`src/rtl/shift_add_multiplier_if.sv`:
```
// Start/done handshake and operand/product bus for the shift-add multiplier.
// The master launches a multiply; the multiplier is the slave.
interface shift_add_multiplier_if #(
    parameter int n = 8
);
    logic             start;
    logic [n-1:0]     a;
    logic [n-1:0]     b;
    logic [2*n-1:0]   product;
    logic             busy;
    logic             done;

    modport master (output start, a, b, input product, busy, done);
    modport slave  (input start, a, b, output product, busy, done);
endinterface

```
`src/rtl/shift_add_multiplier.sv`:
```
// Sequential unsigned n x n -> 2n multiplier: one n-bit ripple adder reused
// over n add/shift steps, sequenced by an IDLE/CALC/DONE FSM.
module FA_str (
    input  logic i_a,
    input  logic i_b,
    input  logic i_c,
    output logic o_s,
    output logic o_c
);
    logic w_x, w_g, w_p;

    xor g_x0 (w_x, i_a, i_b);
    xor g_x1 (o_s, w_x, i_c);
    and g_a0 (w_g, i_a, i_b);
    and g_a1 (w_p, w_x, i_c);
    or  g_o0 (o_c, w_g, w_p);
endmodule

module Nbit_Adder #(
    parameter int n = 8
) (
    input  logic [n-1:0] i_a,
    input  logic [n-1:0] i_b,
    input  logic         i_cin,
    output logic [n-1:0] o_sum,
    output logic         o_cout
);
    logic [n:0] w_c;

    assign w_c[0] = i_cin;

    for (genvar gi = 0; gi < n; gi++) begin : g_fa
        FA_str u_fa (
            .i_a (i_a[gi]),
            .i_b (i_b[gi]),
            .i_c (w_c[gi]),
            .o_s (o_sum[gi]),
            .o_c (w_c[gi+1])
        );
    end

    assign o_cout = w_c[n];
endmodule

module shift_add_multiplier #(
    parameter int n = 8
) (
    input  logic                   i_clk,
    input  logic                   i_rst,
    shift_add_multiplier_if.slave  s_if
);
    localparam int CW = $clog2(n) + 1;

    typedef enum logic [1:0] {
        S_IDLE = 2'd0,
        S_CALC = 2'd1,
        S_DONE = 2'd2
    } state_t;

    state_t           r_state, w_state_nxt;
    logic [n-1:0]     r_m, w_m_nxt;
    logic [2*n-1:0]   r_p, w_p_nxt;
    logic [CW-1:0]    r_count, w_count_nxt;
    logic [n-1:0]     w_sum;
    logic             w_cout;
    logic             w_busy, w_done;

    // Upper half of P plus multiplicand; carry-in tied low.
    Nbit_Adder #(.n(n)) u_add (
        .i_a    (r_p[2*n-1:n]),
        .i_b    (r_m),
        .i_cin  (1'b0),
        .o_sum  (w_sum),
        .o_cout (w_cout)
    );

    always_ff @(posedge i_clk) begin
        if (i_rst) begin
            r_state <= S_IDLE;
            r_m     <= '0;
            r_p     <= '0;
            r_count <= '0;
        end else begin
            r_state <= w_state_nxt;
            r_m     <= w_m_nxt;
            r_p     <= w_p_nxt;
            r_count <= w_count_nxt;
        end
    end

    always_comb begin
        w_state_nxt = r_state;
        w_m_nxt     = r_m;
        w_p_nxt     = r_p;
        w_count_nxt = r_count;
        w_busy      = 1'b0;
        w_done      = 1'b0;
        unique case (r_state)
            S_IDLE: begin
                if (s_if.start) begin
                    w_m_nxt     = s_if.a;
                    w_p_nxt     = {{n{1'b0}}, s_if.b};
                    w_count_nxt = '0;
                    w_state_nxt = S_CALC;
                end
            end
            S_CALC: begin
                w_busy = 1'b1;
                // Carry-out lands in the MSB so no product bit is lost.
                if (r_p[0])
                    w_p_nxt = {w_cout, w_sum, r_p[n-1:1]};
                else
                    w_p_nxt = {1'b0, r_p[2*n-1:1]};
                w_count_nxt = r_count + 1'b1;
                if (r_count == CW'(n - 1))
                    w_state_nxt = S_DONE;
            end
            S_DONE: begin
                w_busy      = 1'b1;
                w_done      = 1'b1;
                w_state_nxt = S_IDLE;
            end
            default: w_state_nxt = S_IDLE;
        endcase
    end

    assign s_if.product = r_p;
    assign s_if.busy    = w_busy;
    assign s_if.done    = w_done;
endmodule

```
`src/flat_wrapper.sv`:
```
// flat-port wrapper written by rule: the top's interface ports become plain ports
module shift_add_multiplier_flat 
#(
    parameter int n = 8
)
  (i_clk, i_rst, s_if_start, s_if_a, s_if_b, s_if_product, s_if_busy, s_if_done);
  shift_add_multiplier_if #(.n(n)) s_if_i ();
  input  logic i_clk;
  input  logic i_rst;
  input wire logic [$bits(s_if_i.start)-1:0] s_if_start;
  input wire logic [$bits(s_if_i.a)-1:0] s_if_a;
  input wire logic [$bits(s_if_i.b)-1:0] s_if_b;
  output wire logic [$bits(s_if_i.product)-1:0] s_if_product;
  output wire logic [$bits(s_if_i.busy)-1:0] s_if_busy;
  output wire logic [$bits(s_if_i.done)-1:0] s_if_done;
  assign s_if_i.start = s_if_start;
  assign s_if_i.a = s_if_a;
  assign s_if_i.b = s_if_b;
  assign s_if_product = s_if_i.product;
  assign s_if_busy = s_if_i.busy;
  assign s_if_done = s_if_i.done;
  shift_add_multiplier #(.n(n)) u_core (.i_clk(i_clk), .i_rst(i_rst), .s_if(s_if_i));
endmodule
```
`config.mk`:
```
export PLATFORM = sky130hd
export DESIGN_NAME = shift_add_multiplier_flat
export DESIGN_NICKNAME = d
export VERILOG_FILES = /design/src/rtl/shift_add_multiplier_if.sv /design/src/rtl/shift_add_multiplier.sv /design/src/flat_wrapper.sv
export SDC_FILE = /design/constraint.sdc
export NUM_CORES = 1
export LEC_CHECK = 0
export ABC_AREA = 0
export BUFFER_PORTS_ARGS = -buffer_cell sky130_fd_sc_hd__buf_2
export CAP_MARGIN = 10
export CORE_MARGIN = 4
export CORE_UTILIZATION = 56
export CTS_BUF_LIST = sky130_fd_sc_hd__clkbuf_4
export DETAILED_ROUTE_END_ITERATION = 16
export PLACE_DENSITY = 0.82
export SYNTH_ARGS = -nofsm -noshare
export SYNTH_HDL_FRONTEND = slang
export SYNTH_HIERARCHICAL = 1
export SYNTH_SLANG_ARGS = --single-unit
export TNS_END_PERCENT = 20
```
`constraint.sdc`:
```
create_clock -name i_clk -period 5.2 [get_ports i_clk]
set_input_delay 1.04 -clock i_clk [delete_from_list [all_inputs] [get_ports i_clk]]
set_output_delay 1.04 -clock i_clk [all_outputs]
set_load 0.02 [all_outputs]
```
; ---- Yosys cells after proc, flatten, opt, wreduce, memory -nomap -nowiden
; Cells that the tools add are included.
[word_totals]
register_bits = 30
output_inout_bits = 18
[op_classes]
n_addsub = 1
n_eq_ne = 5
n_mux = 10
n_bitwise = 37
reduce_logical = 6
[ops]
columns = operator, count
row1 = 16-bit 2-to-1 mux, 2
row2 = 16-bit one-hot mux with 2 select lines, 1
row3 = 1-bit bitwise AND, 15
row4 = 1-bit bitwise XOR, 15
row5 = 4-bit one-hot mux with 2 select lines, 1
row6 = 1-bit OR, 7
row7 = 2-bit AND reduction, 3
row8 = "4-bit by 1-bit adder with 4-bit output, second input constant", 1
row9 = "4-bit by 3-bit == test with 1-bit output, second input constant", 1
row10 = 2-bit 2-to-1 mux, 2
row11 = 4-bit 2-to-1 mux, 1
row12 = 2-bit one-hot mux with 2 select lines, 1
row13 = "2-bit by 1-bit == test with 1-bit output, second input constant", 1
row14 = "2-bit == test, second input constant", 1
row15 = 2-bit logical NOT, 1
row16 = 1-bit 2-to-1 mux, 2
row17 = "2-bit by 1-bit inequality test with 1-bit output, second input constant", 1
row18 = "2-bit inequality test, second input constant", 1
row19 = 2-bit nonzero test, 1
row20 = 2-bit OR reduction, 1

; ---- Longest topological paths before layout
[depth]
depth_word = 17
depth_mapped = 11
depth_no_buf = 11

; ---- Modules after synthesis
; The synthesis kept the hierarchy.
[modules_own_cells]
columns = mod, instances, cells_each, area_per_inst_um2, seq_area_each_um2
row1 = shift_add_multiplier, 1, 162, 1549.0, 600.6
row2 = FA_str, 8, 1, 20.0, 0.0

; ---- Worst setup path before layout
; OpenSTA, ideal clock, no wires.
[synth_path]
kind = reg-to-reg
startpoint = reg u_core.r_p[8] (netlist: u_core/s_if.product[8])
endpoint = reg u_core.r_p[14] (netlist: u_core/s_if.product[14])
arrival_time_ps = 4013
path_slack_ps = 1060
path_stages_with_launch = 12
n_path_buf = 0
period_less_slack_ps = 4140
path_cell_list = dfxtp_1 > fa_1 > fa_1 > fa_1 > fa_1 > fa_1 > fa_1 > fa_1 > fa_1 > mux2_2 > a32oi_1 > nor2_1
[synth_between]
elab_chain_cells = 16
[synth_rtl]
columns = element, line
row1 = start: declaration, shift_add_multiplier.sv:62  ; logic [2*n-1:0] r_p, w_p_nxt;
row2 = start signal: assignment, shift_add_multiplier.sv:86  ; r_p <= w_p_nxt;
row3 = 1-bit bitwise AND, shift_add_multiplier.sv:14  ; and g_a0 (w_g, i_a, i_b);
row4 = named net u_core.u_add.w_c[1], shift_add_multiplier.sv:28  ; logic [n:0] w_c;
row5 = 1-bit bitwise AND, shift_add_multiplier.sv:15  ; and g_a1 (w_p, w_x, i_c);
row6 = 1-bit OR, shift_add_multiplier.sv:16  ; or g_o0 (o_c, w_g, w_p);
row7 = named net u_core.u_add.w_c[2], shift_add_multiplier.sv:28
row8 = 1-bit bitwise AND, shift_add_multiplier.sv:15
row9 = 1-bit OR, shift_add_multiplier.sv:16
row10 = named net u_core.u_add.w_c[3], shift_add_multiplier.sv:28
row11 = (+2 left out), -
row12 = named net u_core.u_add.w_c[4], shift_add_multiplier.sv:28
row13 = (+2 left out), -
row14 = named net u_core.u_add.w_c[5], shift_add_multiplier.sv:28
row15 = (+2 left out), -
row16 = named net u_core.u_add.w_c[6], shift_add_multiplier.sv:28
row17 = 1-bit bitwise AND, shift_add_multiplier.sv:15
row18 = 1-bit OR, shift_add_multiplier.sv:16
row19 = named net u_core.u_add.w_c[7], shift_add_multiplier.sv:28
row20 = 1-bit bitwise XOR, shift_add_multiplier.sv:13  ; xor g_x1 (o_s, w_x, i_c);
row21 = named net u_core.w_sum[7], shift_add_multiplier.sv:64  ; logic [n-1:0] w_sum;
row22 = 16-bit 2-to-1 mux, shift_add_multiplier.sv:110  ; if (r_p[0])
row23 = 16-bit one-hot mux with 2 select lines, shift_add_multiplier.sv:98  ; unique case (r_state)
; The timed path passes the listed nets, and every way through them passes these cells.
; A chain may end at the register's enable or synchronous reset.

; ---- Worst setup path in the final report
; Ends and elaborated chain as after synthesis.

==> results.py <==
metrics = {
    "final_layout": {
        "stdcell_count": 233,
        "antenna_diode_instance_count": 0,
        "fin_util": 0.671,
        "finalNetCount": 233,
        "final_area_mm2": 0.00190,
        "areaGrowthSynthToFinish_pct": 11.0,
        "layout-drive-gt1-share": 0.337,
    },
    "route": {
        "route.detailed.wl_per_inst_um": 15.6,
        "drc_errors": 0,
        "drt_pre_antenna_iters": 4,
        "viasPerCell": 5.76,
        "drt_wl_total_um": 3640,
        "dr_wl_met2_um": 1900,
        "routed-via-count": 1341,
        "detail-route-antenna-nets": 0,
        "met3RoutedLength_um": 137,
        "dr.first_iter.drc_count": 94,
        "met1_length_um": 1530,
        "topRoutingLayerUsed": "met4",
    },
    "synth": {
        "synth_async_sr_flop_share": 0,
        "post_synth_inst_count": 170,
        "ys_dominant_reg_cell": "sky130_fd_sc_hd__dfxtp_1",
        "post_synth_num_cell_types": 42,
        "netlist_top_cells_area": "sky130_fd_sc_hd__dfxtp_1 (35%), sky130_fd_sc_hd__fa_1 (9.4%), sky130_fd_sc_hd__mux2i_1 (5.3%)",
        "synth_top_cell_by_area": "sky130_fd_sc_hd__dfxtp_1",
        "synthesis.area_mm2": 0.00171,
        "ys_seq_elements": 30,
        "count_of_flip_flops_with_a_built_in_enable_after_synthesis": 0,
        "syn_nets": 202,
        "synthesis.area_per_instance_um2": 10.1,
        "synth_seq_area_share": 0.351,
        "post-synth-top-area-fraction": 0.351,
        "yosys.cell_count.top_type": "sky130_fd_sc_hd__dfxtp_1",
        "yosys_warnings": 6,
        "yosys-top-cells-count": "sky130_fd_sc_hd__dfxtp_1 (30), sky130_fd_sc_hd__nand2_1 (19), sky130_fd_sc_hd__a21oi_1 (11), sky130_fd_sc_hd__nor2_1 (11), sky130_fd_sc_hd__mux2i_1 (9)",
    },
    "global_routing": {
        "first_global_vias": 1353,
        "globalRoute.totalOverflow": 0,
        "largest_net_degree_at_the_start_of_global_routing": 35,
        "grt_antenna_before_repair": 0,
        "grt_first_pass_wirelength_um": 6190,
        "globalRouteTotalUtil": 0.198,
    },
    "sta": {
        "fin_crit_ns": 4.24,
        "drv_slew": 0,
        "setup_total_negative_slack_ns": 0,
        "clock.fmax_ghz": 0.236,
        "maxSlewHeadroom": 0.558,
        "hold_ws_ns": 0.486,
        "setup_viol_count_final": 0,
        "rsz_0062_raised_after_global_routing": "no",
        "max_slew.worst_pin.slew_ns": 0.663,
        "final-hold-violation-count": 0,
        "final.period_utilization": 0.815,
        "finalClockSkew_ns": 0.00936,
    },
    "floorplan": {
        "num_io_pins": 37,
        "die_w_um": 63.2,
        "die_span_y_um": 63.2,
        "core_mm2": 0.00283,
        "fp.dieArea_mm2": 0.00400,
        "initial_utilization": 0.604,
        "rows": 19,
    },
    "worst_setup_path": {
        "worst-endpoint-arrival_ns": 4.43,
        "rrSetupSlack_ns": 0.96,
        "worstSetupEndpointType": "flip-flop",
        "critPathMaxFanout": 4,
        "cp_data_required_time_ns": 5.40,
        "cp-start-kind": "flip-flop",
        "critPathKind": "reg2reg",
    },
    "clocking": {
        "tritoncts.num_buffers": 5,
        "tritoncts_num_sinks": 30,
        "clk_latency_ns": 0.33,
        "clock_tree.buffer_depth": 2,
        "post_cts.repair.setup_buffers": 0,
        "holdBufCountCts": 0,
        "cts_resized": 0,
        "clock_tree.root_cell": "sky130_fd_sc_hd__clkbuf_4",
        "ctsHtreeMaxLevel": 2,
        "path_clk_slew_ns": 0.09,
        "cts_tree": "done",
    },
    "power": {
        "cellLeakagePower_uw": 0.000807,
        "power.density_mw_per_mm2": 308,
        "power.ir.vdd_worst_mv": 0.176,
    },
    "status": {
        "run_status": "complete, no violations",
    },
    "place": {
        "portBuffers": 36,
        "post-dp-hpwl_um": 2580,
        "place_congestion": 0.801,
        "dp.cells": 225,
        "postPlaceCellArea_mm2": 0.00184,
    },
    "flow_run": {
        "cap_violations": 0,
    },
    "worst_hold_path": {
        "min-delay-path-class": "reg2reg",
    },
}
[per-stage QoR]
stage / power, uW / worst slack, ns
after CTS: 586 / 0.967
after detailed placement: 453 / 0.986
after global routing: 619 / 0.782
final: 584 / 0.963
after global placement: 444 / 1.08
after floorplan: 423 / 1.06
[placed cells by master (no fill, tap or decap), types with 2 or more instances in the layout]
cell / netlist / routed
sky130_fd_sc_hd__a21oi_1: 11 / 11
sky130_fd_sc_hd__nand3b_1: 2 / 2
sky130_fd_sc_hd__nor2_2: 4 / 4
sky130_fd_sc_hd__nor3_1: 2 / 2
sky130_fd_sc_hd__fa_1: 8 / 8
sky130_fd_sc_hd__nor2_1: 11 / 11
sky130_fd_sc_hd__nand2b_1: 5 / 5
sky130_fd_sc_hd__nand4b_1: 2 / 2
sky130_fd_sc_hd__buf_2: 5 / 36
sky130_fd_sc_hd__ha_1: 5 / 5
sky130_fd_sc_hd__a32oi_1: 8 / 8
sky130_fd_sc_hd__a211o_1: 2 / 2
sky130_fd_sc_hd__mux2_2: 7 / 7
sky130_fd_sc_hd__inv_1: 3 / 3
sky130_fd_sc_hd__clkbuf_4: 0 / 6
sky130_fd_sc_hd__o21ai_0: 3 / 3
sky130_fd_sc_hd__nand2_1: 19 / 19
sky130_fd_sc_hd__mux2i_1: 9 / 9
sky130_fd_sc_hd__a211oi_2: 6 / 6
sky130_fd_sc_hd__dfxtp_1: 30 / 30
[critical path, cell delays in order, from the launching register on]
cell and delay (ns):
sky130_fd_sc_hd__dfxtp_1 0.36, sky130_fd_sc_hd__fa_1 0.45, sky130_fd_sc_hd__fa_1 0.39, sky130_fd_sc_hd__fa_1 0.39
sky130_fd_sc_hd__fa_1 0.39, sky130_fd_sc_hd__fa_1 0.38, sky130_fd_sc_hd__fa_1 0.38, sky130_fd_sc_hd__fa_1 0.39
sky130_fd_sc_hd__fa_1 0.42, sky130_fd_sc_hd__mux2_2 0.27, sky130_fd_sc_hd__a32oi_1 0.21, sky130_fd_sc_hd__nor2_1 0.06
[power by group]
part	internal (uW)	total [uW]	leakage (uW)	switching, uW
logic	69.5	176	0.000529	106
clock network	55.9	136	0.0000331	79.7
registers	250	273	0.000245	22.4
total	375	584	0.000807	208
[metal layers]
metal | global-route usage | up-vias
li1 | - | 660
met1 | 0.233 | 648
met2 | 0.336 | 25
met3 | 0.0480 | 8
met4 | 0.0943 | 0
met5 | 0 | -
[layout make-up]
class                      count  area (um2)
multi-input combinational    124        1000
fill                         241         932
sequential                    30         601
timing repair buffer          37         188
clock buffer                   6        45.0
tap                           31        38.8
inverter                       3        11.3
clock inverter                 2        8.76
[kinds of logic (layout without fill, tap and decap cells)]
kind of cell / count (synthesis) / count (layout) / share of synthesized area
xor gates and xnor gates: 1 / 1 / 0.00513
muxes: 18 / 18 / 0.116
other: 1 / 1 / 0.00219
and+or+nand+nor: 54 / 54 / 0.161
adders and majority gates: 13 / 13 / 0.130
DFF: 30 / 30 / 0.351
AOI/OAI and AO/OA: 37 / 37 / 0.174
buffers and inverters: 16 / 48 / 0.0608
[final timing paths]
path	start	to	cells after the start
min	u_core/r_m[1]$_SDFFE_PP0P_	u_core/r_m[1]$_SDFFE_PP0P_	2
min reg2reg	u_core/r_m[1]$_SDFFE_PP0P_	u_core/r_m[1]$_SDFFE_PP0P_	2
max	u_core/s_if.product[8]$_SDFFE_PP0P_	u_core/s_if.product[14]$_SDFFE_PP0P_	11
max reg2reg	u_core/s_if.product[8]$_SDFFE_PP0P_	u_core/s_if.product[14]$_SDFFE_PP0P_	11
[sequential cells by signal, summed over array words and instances (netlist names)]
name and flops:
u_core/r_count 4, u_core/r_m 8, u_core/r_state 2, u_core/s_if.product 16
Power figures use the tool's default switching activity.
